**src/rtl/ps2_pkg.sv**
```systemverilog
// Shared PS/2 definitions: transmitter states, command bytes
// and the odd-parity helper used by host and receive paths.
package ps2_pkg;

    typedef enum logic [2:0] {
        IDLE,
        INHIBIT,
        RTS,
        SHIFT,
        ACK,
        WAIT_IDLE
    } ps2_state_t;

    localparam logic [7:0] PS2_CMD_SET_LED = 8'hED;
    localparam logic [7:0] PS2_CMD_ENABLE  = 8'hF4;
    localparam logic [7:0] PS2_CMD_RESET   = 8'hFF;
    localparam logic [7:0] PS2_ACK_BYTE    = 8'hFA;

    // PS/2 frames carry odd parity over the eight data bits.
    function automatic logic odd_parity(input logic [7:0] d);
        return ~^d;
    endfunction

endpackage

```
**src/rtl/ps2_line_sync.sv**
```systemverilog
// Two-flop synchroniser for PS2Clk/PS2Data plus clock fall strobe.
// Ports: clk, rst_n (sync, active low), raw pins in; synced lines, fall out.
module ps2_line_sync (
    input  logic clk,
    input  logic rst_n,
    input  logic ps2_clk_raw,
    input  logic ps2_data_raw,
    output logic ps2_clk_s,
    output logic ps2_data_s,
    output logic fall
);

    logic [1:0] clk_ff;
    logic [1:0] data_ff;
    logic       clk_d;

    // Reset to the idle (released, high) level so no false fall appears.
    always_ff @(posedge clk) begin
        if (!rst_n) begin
            clk_ff  <= 2'b11;
            data_ff <= 2'b11;
            clk_d   <= 1'b1;
        end else begin
            clk_ff  <= {clk_ff[0], ps2_clk_raw};
            data_ff <= {data_ff[0], ps2_data_raw};
            clk_d   <= clk_ff[1];
        end
    end

    assign ps2_clk_s  = clk_ff[1];
    assign ps2_data_s = data_ff[1];
    assign fall       = clk_d & ~clk_ff[1];

endmodule

```
**src/rtl/ps2_host_tx.sv**
```systemverilog
// Host-to-device PS/2 byte transmitter with open-drain line control.
// Ports: clk, rst_n (sync, active low); tx_data/tx_valid/tx_ready request;
// PS2Clk_in/PS2Data_in pins; ps2_clk_oe/ps2_data_oe pull-low enables;
// busy, done, ack_err, timeout_err status.
// Macro PS2_TX_TIMEOUT_EN builds the device-clock timeout counter.
module ps2_host_tx
    import ps2_pkg::*;
#(
    parameter int INHIBIT_CYCLES = 10000,
    parameter int TIMEOUT_CYCLES = 2000000
) (
    input  logic       clk,
    input  logic       rst_n,
    input  logic [7:0] tx_data,
    input  logic       tx_valid,
    output logic       tx_ready,
    input  logic       PS2Clk_in,
    input  logic       PS2Data_in,
    output logic       ps2_clk_oe,
    output logic       ps2_data_oe,
    output logic       busy,
    output logic       done,
    output logic       ack_err,
    output logic       timeout_err
);

    localparam int IW = $clog2(INHIBIT_CYCLES + 1);

    ps2_state_t  state;
    logic [7:0]  shreg;
    logic        par;
    logic [3:0]  bit_cnt;
    logic [IW-1:0] inh_cnt;
    logic        ack_ok;
    logic        idle_seen;
    logic        clk_s;
    logic        data_s;
    logic        fall;
    logic        to_hit;

    ps2_line_sync u_sync (
        .clk         (clk),
        .rst_n       (rst_n),
        .ps2_clk_raw (PS2Clk_in),
        .ps2_data_raw(PS2Data_in),
        .ps2_clk_s   (clk_s),
        .ps2_data_s  (data_s),
        .fall        (fall)
    );

`ifdef PS2_TX_TIMEOUT_EN
    localparam int TW = $clog2(TIMEOUT_CYCLES + 1);

    logic [TW-1:0] to_cnt;
    logic          to_live;

    assign to_live = state inside {RTS, SHIFT, ACK};
    // A device clock edge in the terminal cycle beats the timeout.
    assign to_hit  = to_live && !fall &&
                     (to_cnt == TW'(TIMEOUT_CYCLES - 1));

    always_ff @(posedge clk) begin
        if (!rst_n || !to_live || fall || to_hit)
            to_cnt <= '0;
        else
            to_cnt <= to_cnt + TW'(1);
    end
`else
    // No counter: the parameter is kept so both builds share one interface.
    assign to_hit = (TIMEOUT_CYCLES < 0);
`endif

    always_ff @(posedge clk) begin
        if (!rst_n) begin
            state       <= IDLE;
            tx_ready    <= 1'b1;
            busy        <= 1'b0;
            ps2_clk_oe  <= 1'b0;
            ps2_data_oe <= 1'b0;
            done        <= 1'b0;
            ack_err     <= 1'b0;
            timeout_err <= 1'b0;
            shreg       <= '0;
            par         <= 1'b0;
            bit_cnt     <= '0;
            inh_cnt     <= '0;
            ack_ok      <= 1'b0;
            idle_seen   <= 1'b0;
        end else begin
            done        <= 1'b0;
            ack_err     <= 1'b0;
            timeout_err <= 1'b0;
            if (to_hit) begin
                state       <= IDLE;
                tx_ready    <= 1'b1;
                busy        <= 1'b0;
                ps2_clk_oe  <= 1'b0;
                ps2_data_oe <= 1'b0;
                timeout_err <= 1'b1;
            end else begin
                unique case (state)
                    IDLE: begin
                        if (tx_valid) begin
                            shreg       <= tx_data;
                            par         <= odd_parity(tx_data);
                            inh_cnt     <= '0;
                            bit_cnt     <= '0;
                            tx_ready    <= 1'b0;
                            busy        <= 1'b1;
                            ps2_clk_oe  <= 1'b1;
                            ps2_data_oe <= (INHIBIT_CYCLES == 1);
                            state       <= INHIBIT;
                        end
                    end
                    INHIBIT: begin
                        if (inh_cnt == IW'(INHIBIT_CYCLES - 1)) begin
                            ps2_clk_oe  <= 1'b0;
                            ps2_data_oe <= 1'b1;
                            state       <= RTS;
                        end else begin
                            inh_cnt <= inh_cnt + IW'(1);
                            // Start bit goes low in the last hold cycle.
                            if (inh_cnt == IW'(INHIBIT_CYCLES - 2))
                                ps2_data_oe <= 1'b1;
                        end
                    end
                    RTS: begin
                        state <= SHIFT;
                    end
                    SHIFT: begin
                        if (fall) begin
                            bit_cnt <= bit_cnt + 4'd1;
                            unique case (1'b1)
                                (bit_cnt < 4'd8): begin
                                    ps2_data_oe <= ~shreg[0];
                                    shreg       <= shreg >> 1;
                                end
                                (bit_cnt == 4'd8): begin
                                    ps2_data_oe <= ~par;
                                end
                                default: begin
                                    ps2_data_oe <= 1'b0;
                                    state       <= ACK;
                                end
                            endcase
                        end
                    end
                    ACK: begin
                        if (fall) begin
                            ack_ok    <= ~data_s;
                            idle_seen <= 1'b0;
                            state     <= WAIT_IDLE;
                        end
                    end
                    WAIT_IDLE: begin
                        if (clk_s && data_s) begin
                            if (idle_seen) begin
                                state    <= IDLE;
                                tx_ready <= 1'b1;
                                busy     <= 1'b0;
                                done     <= ack_ok;
                                ack_err  <= ~ack_ok;
                            end else begin
                                idle_seen <= 1'b1;
                            end
                        end else begin
                            idle_seen <= 1'b0;
                        end
                    end
                    default: begin
                        state <= IDLE;
                    end
                endcase
            end
        end
    end

endmodule
```
**config.mk**
```make
export PLATFORM = sky130hd
export DESIGN_NAME = ps2_host_tx
export DESIGN_NICKNAME = d
export VERILOG_FILES = /design/src/rtl/ps2_pkg.sv /design/src/rtl/ps2_line_sync.sv /design/src/rtl/ps2_host_tx.sv
export SDC_FILE = /design/constraint.sdc
export NUM_CORES = 1
export LEC_CHECK = 0
export BUFFER_PORTS_ARGS = -buffer_cell sky130_fd_sc_hd__buf_2
export CORE_MARGIN = 2
export CORE_UTILIZATION = 55
export CTS_BUF_LIST = sky130_fd_sc_hd__clkbuf_8
export CTS_CLUSTER_SIZE = 10
export DETAILED_ROUTE_END_ITERATION = 8
export PLACE_DENSITY = 0.75
export SLEW_MARGIN = 20
export SYNTH_ARGS = -nofsm -noshare
export SYNTH_HDL_FRONTEND = slang
export SYNTH_SLANG_ARGS = --single-unit
```
**constraint.sdc**
```tcl
create_clock -name clk -period 4.9 [get_ports clk]
set_input_delay 0.735 -clock clk [delete_from_list [all_inputs] [get_ports clk]]
set_output_delay 0.735 -clock clk [all_outputs]
set_load 0.005 [all_outputs]
```
-- Word level (Yosys, flattened, before mapping)
Cells that the tools add are included.
- reduce and logical (&&, ||, !) cells: 20
- multiplexer cells: 36
- bitwise logic cells: 6
- magnitude comparators: 1
- equality and inequality tests: 18
- add/sub/neg operators: 2
- operators by type and width (cell ; number):
    equality test 14 bit (second input constant) ; 2
    two-way mux 14 bit ; 2
    one-hot mux 14 bit (2 select lines) ; 1
    two-way mux 8 bit ; 3
    two-way mux 3 bit ; 7
    inequality test 2 bit (second input constant) ; 9
    one-hot mux 3 bit (6 select lines) ; 1
    one-hot mux 8 bit (2 select lines) ; 1
    AND reduction 4 bit ; 4
    adder 14 x 1 -> 14 bit (second input constant) ; 1
    two-way mux 1 bit ; 12
    one-hot mux 1 bit (2 select lines) ; 5
    AND reduction 3 bit ; 3
    two-way mux 4 bit ; 2
    one-hot mux 4 bit (2 select lines) ; 1
    nonzero test 2 bit ; 4
    XNOR reduction 8 bit ; 1
    AND reduction 7 bit ; 1
    equality test 3 x 2 -> 1 bit (second input constant) ; 2
    equality test 3 bit (second input constant) ; 2
    AND reduction 2 bit ; 3
    inverter 1 bit ; 5
    adder 4 x 1 -> 4 bit (second input constant) ; 1
    equality test 4 bit (second input constant) ; 1
    9 further kinds ; 9
- flip-flop bits (word level): 43
- word-level logic and storage cells: 99
- bits of input ports: 13

-- Longest topological paths before layout
Gate-level depths: netlist of run 1.
- depth in word-level cells: 5
- depth in mapped cells: 7
- depth with buffers taken out: 7

-- Hierarchy
A second synthesis of run 1 with hierarchy kept.
- cell total of the unflattened synthesis: 264
- area, all modules: 2250.9 µm²
- modules (own cells, without submodules) (module ; seq. area each (µm²) ; area an instance (µm²) ; times used ; cells each):
    ps2_host_tx ; 760.7 ; 2113.3 ; 1 ; 253
    ps2_line_sync ; 100.1 ; 137.6 ; 1 ; 11

-- Worst setup path after synthesis of run 1
Ideal clock, no wire load.
- path kind: input to register
- start: in tx_valid
- end: reg inh_cnt[13]
- path slack: 2.867 ns
- stages: 6
- path buffers: 1
- library setup time: 0.124 ns
- arrival time: 1.909 ns
- cell sequence: or4b_2 > buf_2 > nand2_2 > a21oi_1 > o21ai_0 > o21ai_0
- cells in the longest elaborated chain, start to end: 2
- RTL lines (item ; RTL line ; text):
    start, declared ; ps2_host_tx.sv:15 ; input logic tx_valid,
    inequality test 2 bit (no source line) ; -- ;
    AND reduction 3 bit (no source line) ; -- ;
    end signal, assigned ; ps2_host_tx.sv:121 ; inh_cnt <= inh_cnt + IW'(1);
    end, declared ; ps2_host_tx.sv:33 ; logic [IW-1:0] inh_cnt;
Every way passes these cells.
A chain may end at the register's enable or synchronous reset.

-- Final worst setup path of run 1
- start: reg state[1]
- end: reg shreg[7]
- cells in the longest elaborated chain, start to end: 3
- elaborated cells between the ends (all ways): 8
- classes of those cells: eq/ne (4); mux (1); reduce/logical (3)
- RTL lines (item ; RTL line ; text):
    start, declared ; ps2_host_tx.sv:29 ; ps2_state_t state;
    start signal, assigned ; ps2_host_tx.sv:75 ; state <= IDLE;
    start signal, assigned ; ps2_host_tx.sv:94 ; state <= IDLE;
    start signal, assigned ; ps2_host_tx.sv:112 ; state <= INHIBIT;
    equality test 3 x 2 -> 1 bit / zero test 3 bit (equally long branches) ; ps2_host_tx.sv:101 ; unique case (state)
    inequality test 2 bit (no source line) / nonzero test 2 bit (equally long branches) ; -- ;
    AND reduction 4 bit (no source line) ; -- ;
    end signal, assigned ; ps2_host_tx.sv:104 ; shreg <= tx_data;
    end signal, assigned ; ps2_host_tx.sv:136 ; shreg <= shreg >> 1;
    end, declared ; ps2_host_tx.sv:30 ; logic [7:0] shreg;
Several ways; a longest one is shown, not always the timed one.

==> results.md, run 1 <==
- Status: completed
- Antenna violations before repair: 0
- TritonCTS buffer count: 5
- First-pass GRT wire length: 7450 µm
- Unique masters post-synth: 52
- Max-cap violations: 0
- Top cells by area, synth: dfxtp_1, o211a_1, nor2_1, nand2_1, xor2_1
- DRT iter0 DRCs: 105
- Total Power: 0.000673 W
- Post-Syn Nets: 267
- Syn Std Cell Area: 0.00216 mm²
- Insertion delay to the later sink of the worst-skew pair: 0.30 ns
- Period Utilization, post-route: 50.4%
- Synth-to-layout area growth: 8.70%
- Leakage: 1.01 nW
- Startpoint types: flip-flop
- Slowest CP cell: o41ai_4
- Final min period: 2.47 ns
- EDFF count, synth: 0
- Post-Synthesis Cells: 250
- Layout cell share with drive strength beyond 1: 12.1%
- Crit Path Class: reg -> reg
- Buffers on Ports: 18
- GPL Wtd Cong: 0.886
- Vias in the first global route: 1,646
- Number of remaining DRC errors: 0
- Die width: 66.6 µm
- CP bufs+invs: 0
- Detail Route Antenna Nets: 0
- Syn Area/Cell: 8.63 µm²
- VDD IR max: 154 µV
- Register clock-pin slew on the reported worst setup and hold paths: 0.07 ns
- Routed vias/inst: 5.67
- CTS sink cnt: 43
- Unrepaired setup endpoints after global routing: false
- NumNets Final: 280
- Critical Path RT: 5.09 ns
- Ant diodes: 0
- Number of synthesized register bits: 43
- Full die area: 0.00444 mm²
- Synth Flop Type: dfxtp_1
- Setup Skew: 0.0102 ns
- Fraction of registers with async set/reset: 0%
- Post-CTS Setup Inserts: 0
- I/O Pins: 20
- Core area: 0.00372 mm²
- # resized after CTS: 0
- Max Fclk: 0.405 GHz
- Pins Over Slew Limit: 0
- Routed Wire Length: 4280 µm
- First-pass iteration count of the detailed router: 5
- Cts hold-fix bufs: 0
- Placed wire-length estimate: 2960 µm
- Area occupied by multi-input gates: 0.00122 mm²
- Setup TNS: 0 ns
- Rows: 22
- GRT Overall Usage: 22.2%
- Hold Vio Cnt, Final: 0
- Worst-path maximum fanout: 15
- Clock Path Buffers: 2
- Total grt overflow: 0
- Yosys top cell by area: dfxtp_1
- Reg2reg setup slack: 2.43 ns
- TritonCTS clock tree: yes
- Worst Max-Slew Pin Slew: 0.732 ns
- Hold Crit Class: reg -> reg
- Synth warn: 0
- Vias post-DR: 1,768
- H-tree levels: 2
- Largest net degree at the start of global routing: 40
- Slew headroom: 51.1%
- Final setup fails: 0
- Worst path cell trace: nand3b_1 -> o41ai_4 -> o21ai_0 -> and2_1
- Register area: 861 µm²
- Delay-heaviest family, CP: compound AO/OA/AOI/OAI gates
- Max incr delay on CP: 0.79 ns
- Post-synthesis sequential area ratio: 39.9%
- Endpoint type of the worst setup path: flip-flop
- Chip height: 66.6 µm
- Clock root cell: clkbuf_8
- Arr. time, crit path: 2.66 ns
- Initial core utilization: 58.0%
- WL/cell: 13.7 µm
- Top-area cell type share of the netlist area: 39.9%
- Filler Cell Count: 353
- Pwr dens: 287 mW/mm²
cell families (layout without fill, tap and decap cells):
kind of cell	Yosys count	in the layout	share of synthesized area (%)
XOR/XNOR	17	17	6.90
buffers and inverters	21	35	4.12
adder cells (fa/ha/maj)	4	4	2.32
multiplexers	6	6	2.78
other	1	1	0.174
AND/OR/NAND/NOR	103	103	25.5
flip-flops	43	43	39.9
AO/OA/AOI/OAI	55	55	18.3
worst reg2reg max path, delay by kind of cell (launching register included):
| family | cells | cell delay (ns) |
|---|---|---|
| AND/OR/NAND/NOR | 2 | 0.80 |
| flip-flops | 1 | 0.61 |
| AO/OA/AOI/OAI | 2 | 0.96 |
metal layers:
layer  wire length [µm]  global-route usage, %  vias up
li1                   -                      -      912
met1               2090                   29.4      800
met2               1870                   35.3       49
met3                226                   4.05        7
met4                 93                   9.95        0
met5                  0                      0        -
report_power, final:
| part | internal [W] | total [W] | switching, W |
|---|---|---|---|
| sequential | 0.000364 | 0.000376 | 0.0000115 |
| clock | 0.0000959 | 0.000213 | 0.000117 |
| combinational | 0.0000376 | 0.0000851 | 0.0000475 |
state kept, by name, summed over array words and instances, names as in the netlist:
register and cells:
inh_cnt 14, shreg 8, bit_cnt 4, state 3, u_sync.clk_ff 2, u_sync.data_ff 2, ack_err 1, ack_ok 1
busy 1, done 1, idle_seen 1, par 1, ps2_clk_oe 1, ps2_data_oe 1, tx_ready 1, u_sync.clk_d 1
worst paths after layout:
| kind | startpoint | end | cells after the start |
|---|---|---|---|
| min | u_sync.clk_ff[0] | u_sync.clk_ff[1] | 1 |
| max reg2reg | state[1] | shreg[7] | 4 |
| max | state[1] | shreg[7] | 4 |
| min reg2reg | u_sync.clk_ff[0] | u_sync.clk_ff[1] | 1 |
cell usage in the layout, fill, tap and decap left out, types with 5 or more instances in the layout:
cell type,instances
inv_1,11
and3_1,5
nor3_1,6
o21ai_0,14
a21oi_1,8
nor2_1,23
buf_2,18
mux2i_1,6
nand2b_1,8
nand3_1,12
xnor2_1,8
clkbuf_8,5
nand2_1,21
nand4_1,7
dfxtp_1,43
xor2_1,9
o211a_1,9
synthesized netlist by cell type (5+ instances only):
master	count
xnor2_1	8
xor2_1	9
nand3_1	12
nand2b_1	8
nand4_1	7
nor2_1	23
and3_1	5
clkbuf_1	5
o21ai_0	14
inv_1	9
a21oi_1	8
dfxtp_1	43
mux2i_1	6
o211a_1	9
buf_2	5
nand2_1	21
nor3_1	6
area by class of cell:
class / instances / area share, %
Clock buffer: 5 / 2.93
Clock inverter: 3 / 0.534
Inverter: 9 / 1.44
Multi-Input combinational cell: 186 / 52.0
Sequential cell: 43 / 36.7
Tap cell: 48 / 2.56
Timing Repair Buffer: 18 / 3.84
stage by stage:
| step | area (µm²) | cells | worst slack (ns) | utilization (%) | hold slack [ns] |
|---|---|---|---|---|---|
| after floorplan | 2160 | 250 | 2.87 | - | 0.386 |
| after global placement | 2250 | 304 | 2.25 | 60.6 | 0.388 |
| after detailed placement | 2250 | 304 | 2.16 | 60.6 | 0.394 |
| after CTS | 2330 | 312 | 2.13 | 62.8 | 0.412 |
| after global routing | 2340 | 312 | 2.16 | 63.1 | 0.445 |
| final | 2340 | 312 | 2.43 | 63.1 | 0.411 |
No activity file was read; power rests on OpenSTA's default activity.
==> run 2: changes to the inputs <==
Settings changed: ABC_AREA from default to 1, PLACE_DENSITY 0.75 to 0.74.
Clock period 4.9 ns to 2.3 ns, I/O delays scaled along.
==> run 2 against run 1 <==
Maximum frequency up 50%; global-route usage shrank 0.55 points; first-iteration DRC count grew 64%; routed wire length rose by 18%; worst setup slack lost 1.8 ns; hold slack worse by 0.18 ns; synthesized area grew 18%; non-clock buffer count increased by 2; clock-buffer cell count unchanged; critical endpoint is now inh_cnt[1].
==> results.md, run 2 <==
- Reg2reg setup slack: 0.66 ns (was 2.43 ns)
- Die width: 72.0 µm (was 66.6 µm)
- Reg2reg end: inh_cnt[1] (was shreg[7])
- Synth warn: 0 (unchanged)
- Period Utilization, post-route: 71.4% (was 50.4%)
- TritonCTS buffer count: 5 (unchanged)
- Pins Over Slew Limit: 0 (unchanged)
- Worst path cell trace: nand3_4 -> inv_2 -> nand2_4 -> nand2_4 -> o21a_1 -> nor2_1 (was nand3b_1 -> o41ai_4 -> o21ai_0 -> and2_1)
- Slowest CP cell: dfxtp_1 (was o41ai_4)
- Status: completed (unchanged)
- Startpoint types: flip-flop (unchanged)
- Number of synthesized register bits: 43 (unchanged)
- Unique masters post-synth: 35 (was 52)
- Max-cap violations: 0 (unchanged)
- Fraction of registers with async set/reset: 0% (unchanged)
- Place WS: 0.684 ns (was 2.16 ns)
- Post-Synthesis Cells: 372 (was 250)
- Arr. time, crit path: 1.84 ns (was 2.66 ns)
- Filler Cell Count: 427 (was 353)
- Unrepaired setup endpoints after global routing: false (unchanged)
- Post-Syn Nets: 389 (was 267)
- Hold Crit Class: in -> reg (was reg -> reg)
- Top cells by area, synth: dfxtp_1, nand2_1, nand3_1, nor2_1, inv_1 (was dfxtp_1, o211a_1, nor2_1, nand2_1, xor2_1)
- Endpoint type of the worst setup path: flip-flop (unchanged)
- Largest regs: inh_cnt (14), shreg (8), bit_cnt (4) (unchanged)
- WL/cell: 11.5 µm (was 13.7 µm)
- Largest net degree at the start of global routing: 26 (was 40)
- Yosys top cell by area: dfxtp_1 (unchanged)
- DRT iter0 DRCs: 172 (was 105)
- Routed Wire Length: 5030 µm (was 4280 µm)
- NumNets Final: 403 (was 280)
- Worst-path maximum fanout: 17 (was 15)
- Worst Setup Slack, final: 0.657 ns (was 2.43 ns)
- Post-synthesis sequential area ratio: 33.9% (was 39.9%)
- Buffers on Ports: 18 (unchanged)
- Initial core utilization: 57.6% (was 58.0%)
- Detail Route Antenna Nets: 0 (unchanged)
- Met2 WL: 2220 µm (was 1870 µm)
- EDFF count, synth: 0 (unchanged)
- Chip height: 72.0 µm (was 66.6 µm)
- Critical Path RT: 2.49 ns (was 5.09 ns)
- Synth Flop Type: dfxtp_1 (unchanged)
- Crit Path Class: reg -> reg (unchanged)
- Routed vias/inst: 5.13 (was 5.67)
- Reg2reg path depth: 6 (was 4)
- Max incr delay on CP: 0.56 ns (was 0.79 ns)
- VDD IR max: 478 µV (was 154 µV)
- Hold endpoint: u_sync.clk_ff[0] (was u_sync.clk_ff[1])
- Ant diodes: 0 (unchanged)
- WL met1: 2580 µm (was 2090 µm)
- Final setup fails: 0 (unchanged)
- Insertion delay to the later sink of the worst-skew pair: 0.29 ns (was 0.30 ns)
- Max reg flops: 14 (unchanged)
- Register clock-pin slew on the reported worst setup and hold paths: 0.08 ns (was 0.07 ns)
- Synth-to-layout area growth: 6.79% (was 8.70%)
- Hold_sp: PS2Clk_in (was u_sync.clk_ff[0])
- Setup TNS: 0 ns (unchanged)
- Layout cell share with drive strength beyond 1: 15.8% (was 12.1%)
- Core area: 0.00441 mm² (was 0.00372 mm²)
- Post-Layout Cell Count: 438 (was 312)
- Synth top cells by count: nand2_1, dfxtp_1, nor2_1 (was dfxtp_1, nor2_1, nand2_1)
- Full die area: 0.00518 mm² (was 0.00444 mm²)
- Setup Skew: 0.00960 ns (was 0.0102 ns)
- Top-area cell type share of the netlist area: 33.9% (was 39.9%)
- Met3 WL: 163 µm (was 226 µm)
- First-pass GRT wire length: 9030 µm (was 7450 µm)
- Clock root cell: clkbuf_8 (unchanged)
- Most common cell on crit path: nand2_4
- Pwr dens: 1000 mW/mm² (was 287 mW/mm²)
- Register area: 861 µm² (unchanged)
- Hold Vio Cnt, Final: 0 (unchanged)
- Number of remaining DRC errors: 0 (unchanged)
- Leakage: 1.21 nW (was 1.01 nW)
- GPL Wtd Cong: 0.876 (was 0.886)
- Total Power: 0.00272 W (was 0.000673 W)
- Clock Path Buffers: 2 (unchanged)
- Syn Std Cell Area: 0.00254 mm² (was 0.00216 mm²)
- Commonest non-fill, non-tap cell in the layout: nand2_1 (was dfxtp_1)
- Post-CTS Setup Inserts: 0 (unchanged)
- Final min period: 1.64 ns (was 2.47 ns)
- First-pass iteration count of the detailed router: 4 (was 5)
- Vias post-DR: 2,249 (was 1,768)
- GRT Overall Usage: 21.7% (was 22.2%)
- Final Util: 61.5% (was 63.1%)
- Syn Area/Cell: 6.83 µm² (was 8.63 µm²)
- Reg2Reg Launch Point: state[0] (was state[1])
- Most frequent cells in the layout: nand2_1, dfxtp_1, nor2_1, inv_1, nand3_1 (was dfxtp_1, nor2_1, nand2_1, buf_2, o21ai_0)
- Placed wire-length estimate: 3780 µm (was 2960 µm)
- Rows: 24 (was 22)
- Biggest register: inh_cnt (unchanged)
- I/O Pins: 20 (unchanged)
- Max Fclk: 0.609 GHz (was 0.405 GHz)
- TritonCTS clock tree: yes (unchanged)
- H-tree levels: 2 (unchanged)
- Vias in the first global route: 2,023 (was 1,646)
- Cts hold-fix bufs: 0 (unchanged)
- Antenna violations before repair: 0 (unchanged)
- Total grt overflow: 0 (unchanged)
- # resized after CTS: 0 (unchanged)
- Placed Instances: 431 (was 304)
- Count leader, synth: nand2_1 (was dfxtp_1)
- CTS sink cnt: 43 (unchanged)
- Worst hold stages: 2 (was 1)
- Area occupied by multi-input gates: 0.00142 mm² (was 0.00122 mm²)
- DR top layer: met4 (unchanged)
run 2: area by class of cell:
cell class	count	area share, %
multi-input combinational	274	52.2
sequential	43	31.7
inverter	42	5.90
timing repair buffer	20	3.87
clock buffer	5	2.53
tap	52	2.40
clock inverter	2	1.38
run 2: cells by family (layout without fill, tap and decap cells):
logic type	count (synthesis)	after routing	synth area share [%]
simple gates	203	203	37.9
compound gates	58	58	13.0
buf+inv	55	69	10.4
flops	43	43	33.9
xor+xnor	8	8	2.76
fa+ha+maj	4	4	1.97
other cells	1	1	0.147
run 2: routing by layer:
layer	GRT usage [%]	vias up
met5	0	-
met4	7.34	0
met3	4.86	7
met2	33.4	40
met1	30.1	988
li1	-	1214
run 2: stage by stage:
| step | instance area (µm²) | hold slack, ns |
|---|---|---|
| 5_1_grt | 2720 | 0.215 |
| 3_5_place_dp | 2610 | 0.398 |
| 6_report | 2720 | 0.229 |
| 2_1_floorplan | 2540 | 0.392 |
| 3_3_place_gp | 2610 | 0.395 |
| 4_1_cts | 2720 | 0.225 |
run 2: worst max path at each step:
stage          startpoint          to  depth (start not counted)
2_1_floorplan  inh_cnt[1]  inh_cnt[4]                          9
3_3_place_gp     state[0]  inh_cnt[1]                          6
3_5_place_dp     state[0]  inh_cnt[1]                          6
4_1_cts        inh_cnt[1]  inh_cnt[9]                          9
5_1_grt          state[0]    shreg[5]                          7
6_report         state[0]  inh_cnt[1]                          6
run 2: critical path: cells and delay by family (launching register included):
family,cells,cell delay [ns]
flops,1,0.56
buf+inv,1,0.23
simple gates,4,0.59
compound gates,1,0.16
run 2: power breakdown:
| part | switching [W] | total [W] | leakage (nW) | internal [W] |
|---|---|---|---|---|
| Combinational | 0.000738 | 0.00112 | 0.803 | 0.000382 |
| Sequential | 0.000123 | 0.00103 | 0.352 | 0.000907 |
| Clock | 0.000253 | 0.000571 | 0.0502 | 0.000317 |
| Total | 0.00111 | 0.00272 | 1.21 | 0.00161 |
==> run 3: changes to the inputs <==
Settings changed: ABC_AREA 1 to 0, PLACE_DENSITY 0.74 to 0.75.
Clock period 2.3 ns to 1.54 ns, I/O delays scaled along.
==> run 3 against run 2 <==
The run now ends with negative setup slack left; combinational power is 56% lower; global-route usage is 10 points higher; clock skew is 0.0013 ns lower; hold slack worse by 0.13 ns; critical path depth stayed put; sequential share of layout area is 4.0 points lower; clock power is 61% higher; sequential power is 16% higher; first-iteration DRC count is 16% lower; largest cell class unchanged.
==> results.md, run 3 (synthesis results as in run 1) <==
- Met3 Use GR: 8.45% (was 4.86%)
- Core area: 0.00372 mm² (was 0.00441 mm²)
- WL/cell: 17.3 µm (was 11.5 µm)
- Max reg flops: 14 (unchanged)
- Clock Path Buffers: 2 (unchanged)
- Worst-path maximum fanout: 9 (was 17)
- H-tree levels: 2 (unchanged)
- Ant diodes: 0 (unchanged)
- Final setup fails: 26 (was 0)
- Setup Skew: 0.00835 ns (was 0.00960 ns)
- DRT iter0 DRCs: 145 (was 172)
- Max-cap violations: 0 (unchanged)
- M2 GR Usage: 52.4% (was 33.4%)
- First-pass iteration count of the detailed router: 4 (unchanged)
- Rows: 22 (was 24)
- Detail Route Antenna Nets: 0 (unchanged)
- Commonest non-fill, non-tap cell in the layout: buf_4 (was nand2_1)
- Register clock-pin slew on the reported worst setup and hold paths: 0.09 ns (was 0.08 ns)
- Endpoint type of the worst setup path: flip-flop (unchanged)
- Initial core utilization: 58.0% (was 57.6%)
- Arr. time, crit path: 1.88 ns (was 1.84 ns)
- Placed wire-length estimate: 3780 µm (about the same)
- CTS sink cnt: 43 (unchanged)
- Crit Path Class: reg -> reg (unchanged)
- Largest regs: inh_cnt (14), shreg (8), bit_cnt (4) (unchanged)
- Final min period: 1.67 ns (was 1.64 ns)
- Slowest CP cell: or4b_4 (was dfxtp_1)
- Max incr delay on CP: 0.58 ns (was 0.56 ns)
- Total grt overflow: 0 (unchanged)
- Die width: 66.6 µm (was 72.0 µm)
- Vias post-DR: 2,216 (was 2,249)
- Hold Vio Cnt, Final: 0 (unchanged)
- First-pass GRT wire length: 10,300 µm (was 9030 µm)
- Total Power: 0.00260 W (was 0.00272 W)
- Chip height: 66.6 µm (was 72.0 µm)
- GRT Overall Usage: 31.7% (was 21.7%)
- Pwr dens: 827 mW/mm² (was 1000 mW/mm²)
- Period Utilization, post-route: 108% (was 71.4%)
- Worst Max-Slew Pin Slew: 0.662 ns
- Filler Cell Count: 192 (was 427)
- Leakage: 1.42 nW (was 1.21 nW)
- Clock root cell: clkbuf_8 (unchanged)
- Startpoint types: flip-flop (unchanged)
- Largest net degree at the start of global routing: 31 (was 26)
- Buffers on Ports: 18 (unchanged)
- Antenna violations before repair: 0 (unchanged)
- Synth-to-layout area growth: 45.6% (was 6.79%)
- Full die area: 0.00444 mm² (was 0.00518 mm²)
- Insertion delay to the later sink of the worst-skew pair: 0.31 ns (was 0.29 ns)
- Pins Over Slew Limit: 0 (unchanged)
- VDD IR max: 979 µV (was 478 µV)
- Number of remaining DRC errors: 0 (unchanged)
- Routed Wire Length: 6540 µm (was 5030 µm)
- GRT Max-Usage Layer: met2 (unchanged)
- Hold Crit Class: in -> reg (unchanged)
- Critical Path RT: 1.75 ns (was 2.49 ns)
- Biggest register: inh_cnt (unchanged)
- GPL Wtd Cong: 0.870 (was 0.876)
- TritonCTS buffer count: 5 (unchanged)
- Worst path cell trace: buf_8 -> or4b_4 -> o41ai_4 -> buf_12 -> nand2_2 -> o211a_1 (was nand3_4 -> inv_2 -> nand2_4 -> nand2_4 -> o21a_1 -> nor2_1)
- Most frequent cells in the layout: buf_4, dfxtp_1, nor2_1, buf_2, nand2_1 (was nand2_1, dfxtp_1, nor2_1, inv_1, nand3_1)
- Layout cell share with drive strength beyond 1: 42.6% (was 15.8%)
- TritonCTS clock tree: yes (unchanged)
- Worst Setup Slack, final: -0.128 ns (was 0.657 ns)
- Slew headroom: 55.7%
- Met1 GRT Util: 36.7% (was 30.1%)
- Unrepaired setup endpoints after global routing: true (was false)
- Vias in the first global route: 2,204 (was 2,023)
- Final Util: 84.5% (was 61.5%)
- I/O Pins: 20 (unchanged)
- Max Fclk: 0.599 GHz (was 0.609 GHz)
- NumNets Final: 347 (was 403)
- Violated checks: negative setup slack
- Routed vias/inst: 5.85 (was 5.13)
- Status: complete, but fails checks (was completed)
-- run 3: routing by layer --
layer  wire, µm  up-vias
met3        409       27
met1       2690     1060
met2       3160       86
li1           -     1043
met5          0        -
met4        283        0
-- run 3: final timing paths --
| path | to | slack [ns] | depth (start not counted) | startpoint |
|---|---|---|---|---|
| max | shreg[3] | -0.13 | 6 | state[1] |
| min | u_sync.data_ff[0] | 0.1 | 2 | PS2Data_in |
| min reg2reg | u_sync.data_ff[1] | 0.45 | 1 | u_sync.data_ff[0] |
| max reg2reg | shreg[3] | -0.13 | 6 | state[1] |
-- run 3: worst max-delay path: cells and delay by family, from the launching register on --
family | cells | cell delay [ns]
flops | 1 | 0.34
buf+inv | 2 | 0.33
simple gates | 2 | 0.62
compound gates | 2 | 0.27
-- run 3: power breakdown --
part           leakage, nW  switching, W  internal [W]
registers            0.354     0.0000298       0.00116
logic                 1.01      0.000239      0.000249
clock network       0.0587      0.000428      0.000492
total                 1.42      0.000696       0.00190
-- run 3: area by class of cell --
| class | instances | area [µm²] | area share, % |
|---|---|---|---|
| clock buffer | 5 | 68.8 | 2.19 |
| sequential | 43 | 870 | 27.7 |
| inverter | 9 | 33.8 | 1.08 |
| multi-input combinational | 186 | 1390 | 44.2 |
| tap | 48 | 60.1 | 1.91 |
| timing repair buffer | 85 | 673 | 21.4 |
| clock inverter | 3 | 47.5 | 1.51 |
-- run 3: what timing repair did --
| action | 4_1_cts | 5_1_grt |
|---|---|---|
| pin swaps | 9 | 12 |
| gates cloned | 0 | 0 |
| gates resized for setup | 39 | 17 |
| buffers inserted | 14 | 4 |
| hold buffers | 0 | 0 |
| setup endpoints to repair | 30 | 32 |
-- run 3: through the flow --
stage	hold WS [ns]	setup slack [ns]	setup TNS (ns)	area [µm²]	instances
6_report	0.0996	-0.128	-2.20	3140	379
5_1_grt	0.0964	-0.177	-3.25	3140	379
4_1_cts	0.0936	-0.105	-1.38	3040	375
3_5_place_dp	0.391	-0.401	-4.49	2680	353
3_3_place_gp	0.391	-0.315	-3.42	2680	353
2_1_floorplan	0.332	-0.141	-0.308	2200	250
